### config.mk
export PLATFORM = sky130hd
export DESIGN_NAME = alu_exec_stage
export DESIGN_NICKNAME = d
export VERILOG_FILES = /design/src/rtl/alu_exec_stage.sv
export SDC_FILE = /design/constraint.sdc
export NUM_CORES = 1
export LEC_CHECK = 0
export BUFFER_PORTS_ARGS = -buffer_cell sky130_fd_sc_hd__buf_4
export CORE_MARGIN = 4
export CORE_UTILIZATION = 46
export DETAILED_ROUTE_END_ITERATION = 7
export GPL_ROUTABILITY_DRIVEN = 0
export PLACE_DENSITY = 0.77
export SYNTH_ARGS = -nofsm -noshare
export SYNTH_HDL_FRONTEND = slang
export SYNTH_SLANG_ARGS = --single-unit
export TNS_END_PERCENT = 5
### constraint.sdc
create_clock -name Clock -period 1.7 [get_ports Clock]
set_input_delay 0.085 -clock Clock [delete_from_list [all_inputs] [get_ports Clock]]
set_output_delay 0.085 -clock Clock [all_outputs]
set_load 0.01 [all_outputs]
### src/rtl/alu_exec_stage.sv
// alu_exec_stage: two-stage execute pipeline around an external 32-bit ripple ALU.
// S1 registers the decoded op and drives the ALU control/operand ports. S2
// registers the ALU result, the destination tag and the {N,Z,C,V} status flags.
// Optional build macro: ALU_EXEC_STATS_EN adds OpCount/StallCount outputs.
module alu_exec_stage #(
    parameter int DATA_W = 32,
    parameter int DEST_W = 5
) (
    input  logic              Clock,
    input  logic              ResetN,
    input  logic              InValid,
    output logic              InReady,
    input  logic [DATA_W-1:0] InA,
    input  logic [DATA_W-1:0] InB,
    input  logic [3:0]        InFunc,
    input  logic [DEST_W-1:0] InDest,
    input  logic              InSetFlags,
    output logic [DATA_W-1:0] AluA,
    output logic [DATA_W-1:0] AluB,
    output logic              AluAInvert,
    output logic              AluBNegate,
    output logic [1:0]        AluOp,
    input  logic [DATA_W-1:0] AluResult,
    input  logic              AluZero,
    input  logic              AluOverflow,
    input  logic              AluCarryOut,
    output logic              OutValid,
    input  logic              OutReady,
    output logic [DATA_W-1:0] OutResult,
    output logic [DEST_W-1:0] OutDest,
    output logic [3:0]        Flags,
    output logic              ErrIllegal
`ifdef ALU_EXEC_STATS_EN
    ,
    output logic [31:0]       OpCount,
    output logic [31:0]       StallCount
`endif
);

    // Issue-stage function codes; 8..15 are illegal.
    localparam logic [3:0] FN_AND  = 4'd0;
    localparam logic [3:0] FN_OR   = 4'd1;
    localparam logic [3:0] FN_ADD  = 4'd2;
    localparam logic [3:0] FN_SUB  = 4'd3;
    localparam logic [3:0] FN_SLT  = 4'd4;
    localparam logic [3:0] FN_NOR  = 4'd5;
    localparam logic [3:0] FN_NAND = 4'd6;
    localparam logic [3:0] FN_CMP  = 4'd7;

    // Decoded view of the incoming op.
    logic              w_dec_ainv;
    logic              w_dec_bneg;
    logic [1:0]        w_dec_op;
    logic              w_dec_arith;   // op updates C and V
    logic              w_dec_beat;    // op produces a writeback beat
    logic              w_dec_illegal;
    logic [DATA_W-1:0] w_dec_a;
    logic [DATA_W-1:0] w_dec_b;

    // S1 operand stage.
    logic              r_s1_valid;
    logic [DATA_W-1:0] r_s1_a;
    logic [DATA_W-1:0] r_s1_b;
    logic              r_s1_ainv;
    logic              r_s1_bneg;
    logic [1:0]        r_s1_op;
    logic [DEST_W-1:0] r_s1_dest;
    logic              r_s1_setf;
    logic              r_s1_arith;
    logic              r_s1_beat;
    logic              r_s1_illegal;

    // S2 result stage.
    logic              r_s2_valid;
    logic [DATA_W-1:0] r_out_result;
    logic [DEST_W-1:0] r_out_dest;
    logic [3:0]        r_flags;
    logic              r_err_illegal;

    logic w_in_fire;
    logic w_s2_load;

    // S1 may drain into S2 when S2 is empty or its beat is being taken.
    assign w_s2_load = r_s1_valid & (~r_s2_valid | OutReady);
    assign InReady   = ~r_s1_valid | w_s2_load;
    assign w_in_fire = InValid & InReady;

    // Map the issue function code onto {AInvert, BNegate, Op} and op attributes.
    always_comb begin
        // NOTE: every output gets a default before the case so no path leaves one unassigned, which would infer a latch.
        w_dec_ainv    = 1'b0;
        w_dec_bneg    = 1'b0;
        w_dec_op      = 2'b00;
        w_dec_arith   = 1'b0;
        w_dec_beat    = 1'b1;
        w_dec_illegal = 1'b0;
        case (InFunc)
            FN_AND:  w_dec_op = 2'b00;
            FN_OR:   w_dec_op = 2'b01;
            FN_ADD: begin
                w_dec_op    = 2'b10;
                w_dec_arith = 1'b1;
            end
            FN_SUB: begin
                w_dec_bneg  = 1'b1;
                w_dec_op    = 2'b10;
                w_dec_arith = 1'b1;
            end
            FN_SLT: begin
                w_dec_bneg = 1'b1;
                w_dec_op   = 2'b11;
            end
            FN_NOR: begin
                w_dec_ainv = 1'b1;
                w_dec_bneg = 1'b1;
                w_dec_op   = 2'b00;
            end
            FN_NAND: begin
                w_dec_ainv = 1'b1;
                w_dec_bneg = 1'b1;
                w_dec_op   = 2'b01;
            end
            FN_CMP: begin
                w_dec_bneg  = 1'b1;
                w_dec_op    = 2'b10;
                w_dec_arith = 1'b1;
                w_dec_beat  = 1'b0;
            end
            default: begin
                w_dec_illegal = 1'b1;
                w_dec_beat    = 1'b0;
            end
        endcase
        // Illegal ops present a quiet all-zero operand pair to the ALU.
        w_dec_a = w_dec_illegal ? '0 : InA;
        w_dec_b = w_dec_illegal ? '0 : InB;
    end

    // S1 register: capture on handshake, empty when the op moves on to S2.
    always_ff @(posedge Clock or negedge ResetN) begin
        if (!ResetN) begin
            // NOTE: datapath registers are reset too because they drive the Alu* ports, which must read 0 in reset.
            r_s1_valid   <= 1'b0;
            r_s1_a       <= '0;
            r_s1_b       <= '0;
            r_s1_ainv    <= 1'b0;
            r_s1_bneg    <= 1'b0;
            r_s1_op      <= 2'b00;
            r_s1_dest    <= '0;
            r_s1_setf    <= 1'b0;
            r_s1_arith   <= 1'b0;
            r_s1_beat    <= 1'b0;
            r_s1_illegal <= 1'b0;
        end else begin
            // NOTE: non-blocking assignments so every register samples pre-edge values, independent of statement order.
            if (w_in_fire) begin
                r_s1_valid   <= 1'b1;
                r_s1_a       <= w_dec_a;
                r_s1_b       <= w_dec_b;
                r_s1_ainv    <= w_dec_ainv;
                r_s1_bneg    <= w_dec_bneg;
                r_s1_op      <= w_dec_op;
                r_s1_dest    <= InDest;
                r_s1_setf    <= InSetFlags;
                r_s1_arith   <= w_dec_arith;
                r_s1_beat    <= w_dec_beat;
                r_s1_illegal <= w_dec_illegal;
            end else if (w_s2_load) begin
                r_s1_valid <= 1'b0;
            end
        end
    end

    // S2 register: capture ALU result and flags on transfer, drop beat once taken.
    always_ff @(posedge Clock or negedge ResetN) begin
        if (!ResetN) begin
            r_s2_valid    <= 1'b0;
            r_out_result  <= '0;
            r_out_dest    <= '0;
            r_flags       <= 4'b0000;
            r_err_illegal <= 1'b0;
        end else begin
            r_err_illegal <= w_s2_load & r_s1_illegal;
            if (w_s2_load) begin
                // CMP and illegal ops retire here without raising a beat.
                r_s2_valid <= r_s1_beat;
                if (r_s1_beat) begin
                    r_out_result <= AluResult;
                    r_out_dest   <= r_s1_dest;
                end
                if (r_s1_setf && !r_s1_illegal) begin
                    r_flags[3] <= AluResult[DATA_W-1];
                    r_flags[2] <= AluZero;
                    // Logic ops and SLT leave C and V untouched.
                    if (r_s1_arith) begin
                        r_flags[1] <= AluCarryOut;
                        r_flags[0] <= AluOverflow;
                    end
                end
            end else if (OutReady) begin
                r_s2_valid <= 1'b0;
            end
        end
    end

    assign AluA       = r_s1_a;
    assign AluB       = r_s1_b;
    assign AluAInvert = r_s1_ainv;
    assign AluBNegate = r_s1_bneg;
    assign AluOp      = r_s1_op;
    assign OutValid   = r_s2_valid;
    assign OutResult  = r_out_result;
    assign OutDest    = r_out_dest;
    assign Flags      = r_flags;
    assign ErrIllegal = r_err_illegal;

`ifdef ALU_EXEC_STATS_EN
    logic [31:0] r_op_count;
    logic [31:0] r_stall_count;

    // Count S1->S2 transfers and cycles where a beat waits on writeback.
    always_ff @(posedge Clock or negedge ResetN) begin
        if (!ResetN) begin
            r_op_count    <= 32'd0;
            r_stall_count <= 32'd0;
        end else begin
            if (w_s2_load) begin
                r_op_count <= r_op_count + 32'd1;
            end
            if (r_s2_valid && !OutReady) begin
                r_stall_count <= r_stall_count + 32'd1;
            end
        end
    end

    assign OpCount    = r_op_count;
    assign StallCount = r_stall_count;
`endif

endmodule

==> impl_metrics.json <==
{
  "status": "finished clean",
  "clk_path_buf_depth": 2,
  "finalMaxSlewViolations": 0,
  "cts-buffers-inserted": 17,
  "hold_viol_final": 0,
  "cts_sinks": 121,
  "area_growth_pct": 65.9,
  "path_cells": "and3b_4 -> inv_4 -> nand2_4 -> buf_4 -> mux2_2",
  "drt_iter0_drc": 216,
  "p_leak_nw": 4.19,
  "synth_seq_cells": 121,
  "fin_crit_sh_pct": 95.3,
  "maxCapViolCount": 0,
  "irDropWorstVdd_mv": 0.631,
  "internal-power_mw": 6.96,
  "insertedDiodeCount": 0,
  "initial_core_util_pct": 47.4,
  "die_area_sq_mm": 0.0130,
  "via_per_inst": 4.85,
  "p_total_mw": 9.53,
  "critPathLaunchType": "flop",
  "worstPathRequired_ns": 2.07,
  "synth.net_count": 461,
  "grt.overflow.total": 0,
  "antenna_found_initial": 0,
  "io_buffers": 224,
  "grt_max_degree": 122,
  "fmax_mhz": 617,
  "pin_count": 225,
  "synth_area_per_cell_sq_um": 14.8,
  "cts_tree": "yes",
  "synth_seq_area_share_pct": 58.7,
  "htreeDepth": 4,
  "synth.cell_area_sq_mm": 0.00516,
  "final.fill_count": 633,
  "ant_nets": 0,
  "die_h_um": 114,
  "post_route_cells_drive_above_1_share_pct": 53.7,
  "clk_latency_ns": 0.49,
  "p_switching_mw": 2.57,
  "dpl.hpwl_um": 8770,
  "rsz0062_at_grt": "no",
  "power_density_mw_per_mm2": 1110,
  "finalClockSkew_ns": 0.00728,
  "critical_path_arrival_ns": 1.99,
  "cts_resized": 0,
  "yosysUniqueCellTypes": 31,
  "grt_pass1_wl_um": 23400,
  "holdBufCountCts": 112,
  "core-area_sq_mm": 0.0109,
  "drt-total-wl_um": 14700,
  "post_cts_buffers": 0,
  "cts_root_buf": "clkbuf_8",
  "worstPathMaxFanout": 15,
  "cts.clk_slew.worst_paths_ns": 0.05,
  "end_kind": "flop",
  "num_vias": 4052,
  "preCtsSetupSlack_ns": 0.112,
  "cp_top_family": "flip-flops",
  "crit_buf_inv": 2,
  "setup_ws_ns": 0.0794,
  "p_seq_share_pct": 40.1,
  "fp.dieW_um": 114,
  "core.rowCount": 38,
  "synthCells": 348,
  "wire_per_inst_um": 17.6,
  "switching_share_pct": 26.9,
  "clockPowerShare_pct": 31.6,
  "ys_warn_count": 0,
  "combPwrFrac_pct": 28.3,
  "finalCriticalPeriod_ns": 1.62,
  "grt_usage_pct": 23.1,
  "setup_viol": 0,
  "slew-limit-headroom_pct": 51.6,
  "slowest_delay_ns": 0.44,
  "setup_tns_ns": 0,
  "crit_slowest_cell": "dfrtp_1",
  "min_path_type": "in -> async",
  "grt_pass1_vias": 4666,
  "worstMarginPinSlew_ns": 0.726,
  "drcViolationCount": 0,
  "criticalPathCategory": "reg -> reg",
  "final_net_count": 801,
  "first_pass_iters": 4
}
==> final timing paths <==
kind / slack, ns / startpoint / depth (start not counted) / to
max: 0.08 / r_s1_valid / 5 / r_s1_dest[3]
min: 0.24 / ResetN / 3 / OutResult[26]
max reg2reg: 0.08 / r_s1_valid / 5 / r_s1_dest[3]
min reg2reg: 0.50 / r_s1_dest[0] / 1 / OutDest[0]
max in group asynchronous: 0.98 / ResetN / 3 / AluB[13]
min in group Clock: 0.29 / InFunc[3] / 3 / AluA[1]
==> layer usage <==
metal  wire [um]  global-route usage [%]
met1        5430                    25.4
met2        7730                    41.4
met3         982                    6.10
met4         541                    10.8
met5           0                       0
==> sequential cells by signal (all words and copies together), names as in the netlist <==
register / count
AluAInvert: 1
r_s1_setf: 1
AluA: 32
r_s1_valid: 1
OutValid: 1
r_s1_illegal: 1
AluB: 32
OutResult: 32
Flags: 4
ErrIllegal: 1
r_s1_beat: 1
OutDest: 5
AluBNegate: 1
AluOp: 2
r_s1_dest: 5
r_s1_arith: 1
==> cell usage after synthesis <==
cell type	number	area share, %
dfrtp_1	121	59
mux2_2	88	19
nor2b_1	66	8.0
mux2_4	26	7.6
clkbuf_1	8	0.58
buf_4	7	1.0
buf_12	2	0.78
inv_1	2	0.15
nand2_1	2	0.15
nand3_1	2	0.19
nor3b_1	2	0.29
o21ai_0	2	0.19
xnor2_1	2	0.34
a21o_1	1	0.15
a21oi_1	1	0.097
a31oi_1	1	0.12
and3_1	1	0.12
and3b_4	1	0.24
buf_2	1	0.097
buf_6	1	0.22
buf_8	1	0.29
inv_4	1	0.12
nand2_4	1	0.22
nand2b_2	1	0.17
nand4_1	1	0.12
nor2_1	1	0.073
nor4_1	1	0.12
o2bb2ai_1	1	0.17
o31ai_1	1	0.15
o41ai_2	1	0.32
or3_1	1	0.12
==> per-stage QoR <==
stage	util, %	instance area (sq um)	cells	hold slack (ns)
after floorplan	-	5160	348	-0.211
after global placement	63.9	6960	697	0.232
after detailed placement	63.9	6960	697	0.233
after CTS	78.7	8570	836	0.243
after global routing	78.7	8570	836	0.300
final	78.7	8570	836	0.240
==> placed cells by master, fill, tap and decap left out, types with 4 or more instances in the layout <==
cell,netlist,final
buf_4,7,225
dfrtp_1,121,121
dlygate4sd3_1,0,112
mux2_2,88,88
nor2b_1,66,66
mux2_4,26,26
clkbuf_16,0,16
clkinv_2,0,5
clkbuf_8,0,4
buf_12,2,4
==> logic make-up after synthesis <==
logic type / count (synthesis) / synth area share, %
compound gates: 8 / 1.19
xor+xnor: 2 / 0.339
buf+inv: 23 / 3.25
flops: 121 / 58.7
mux: 114 / 26.8
simple gates: 80 / 9.82
==> power groups by stage <==
stage | logic (mW) | registers (mW) | clock network [mW]
after floorplan | 0.870 | 4.07 | 0
after global placement | 2.41 | 3.80 | 0
after detailed placement | 2.47 | 3.83 | 0
after CTS | 2.69 | 3.80 | 3.05
after global routing | 2.88 | 3.88 | 3.20
final | 2.69 | 3.82 | 3.01
==> worst reg2reg max path, delay by kind of cell (launching register included) <==
family	cells	cell delay (ns)
buffers and inverters	2	0.32
DFF	1	0.44
muxes	1	0.38
and+or+nand+nor	2	0.36
==> layout make-up <==
cell class / count / area [sq um] / share of cell area [%]
clock inverters: 5 / 25.0 / 0.292
repair buffers: 341 / 2890 / 33.7
multi-input cells: 204 / 1970 / 23.0
inverters: 3 / 13.8 / 0.161
well taps: 140 / 175 / 2.04
clock buffers: 22 / 463 / 5.40
flip-flops and latches: 121 / 3030 / 35.3
Note: power is estimated with default switching activity, not from simulation.
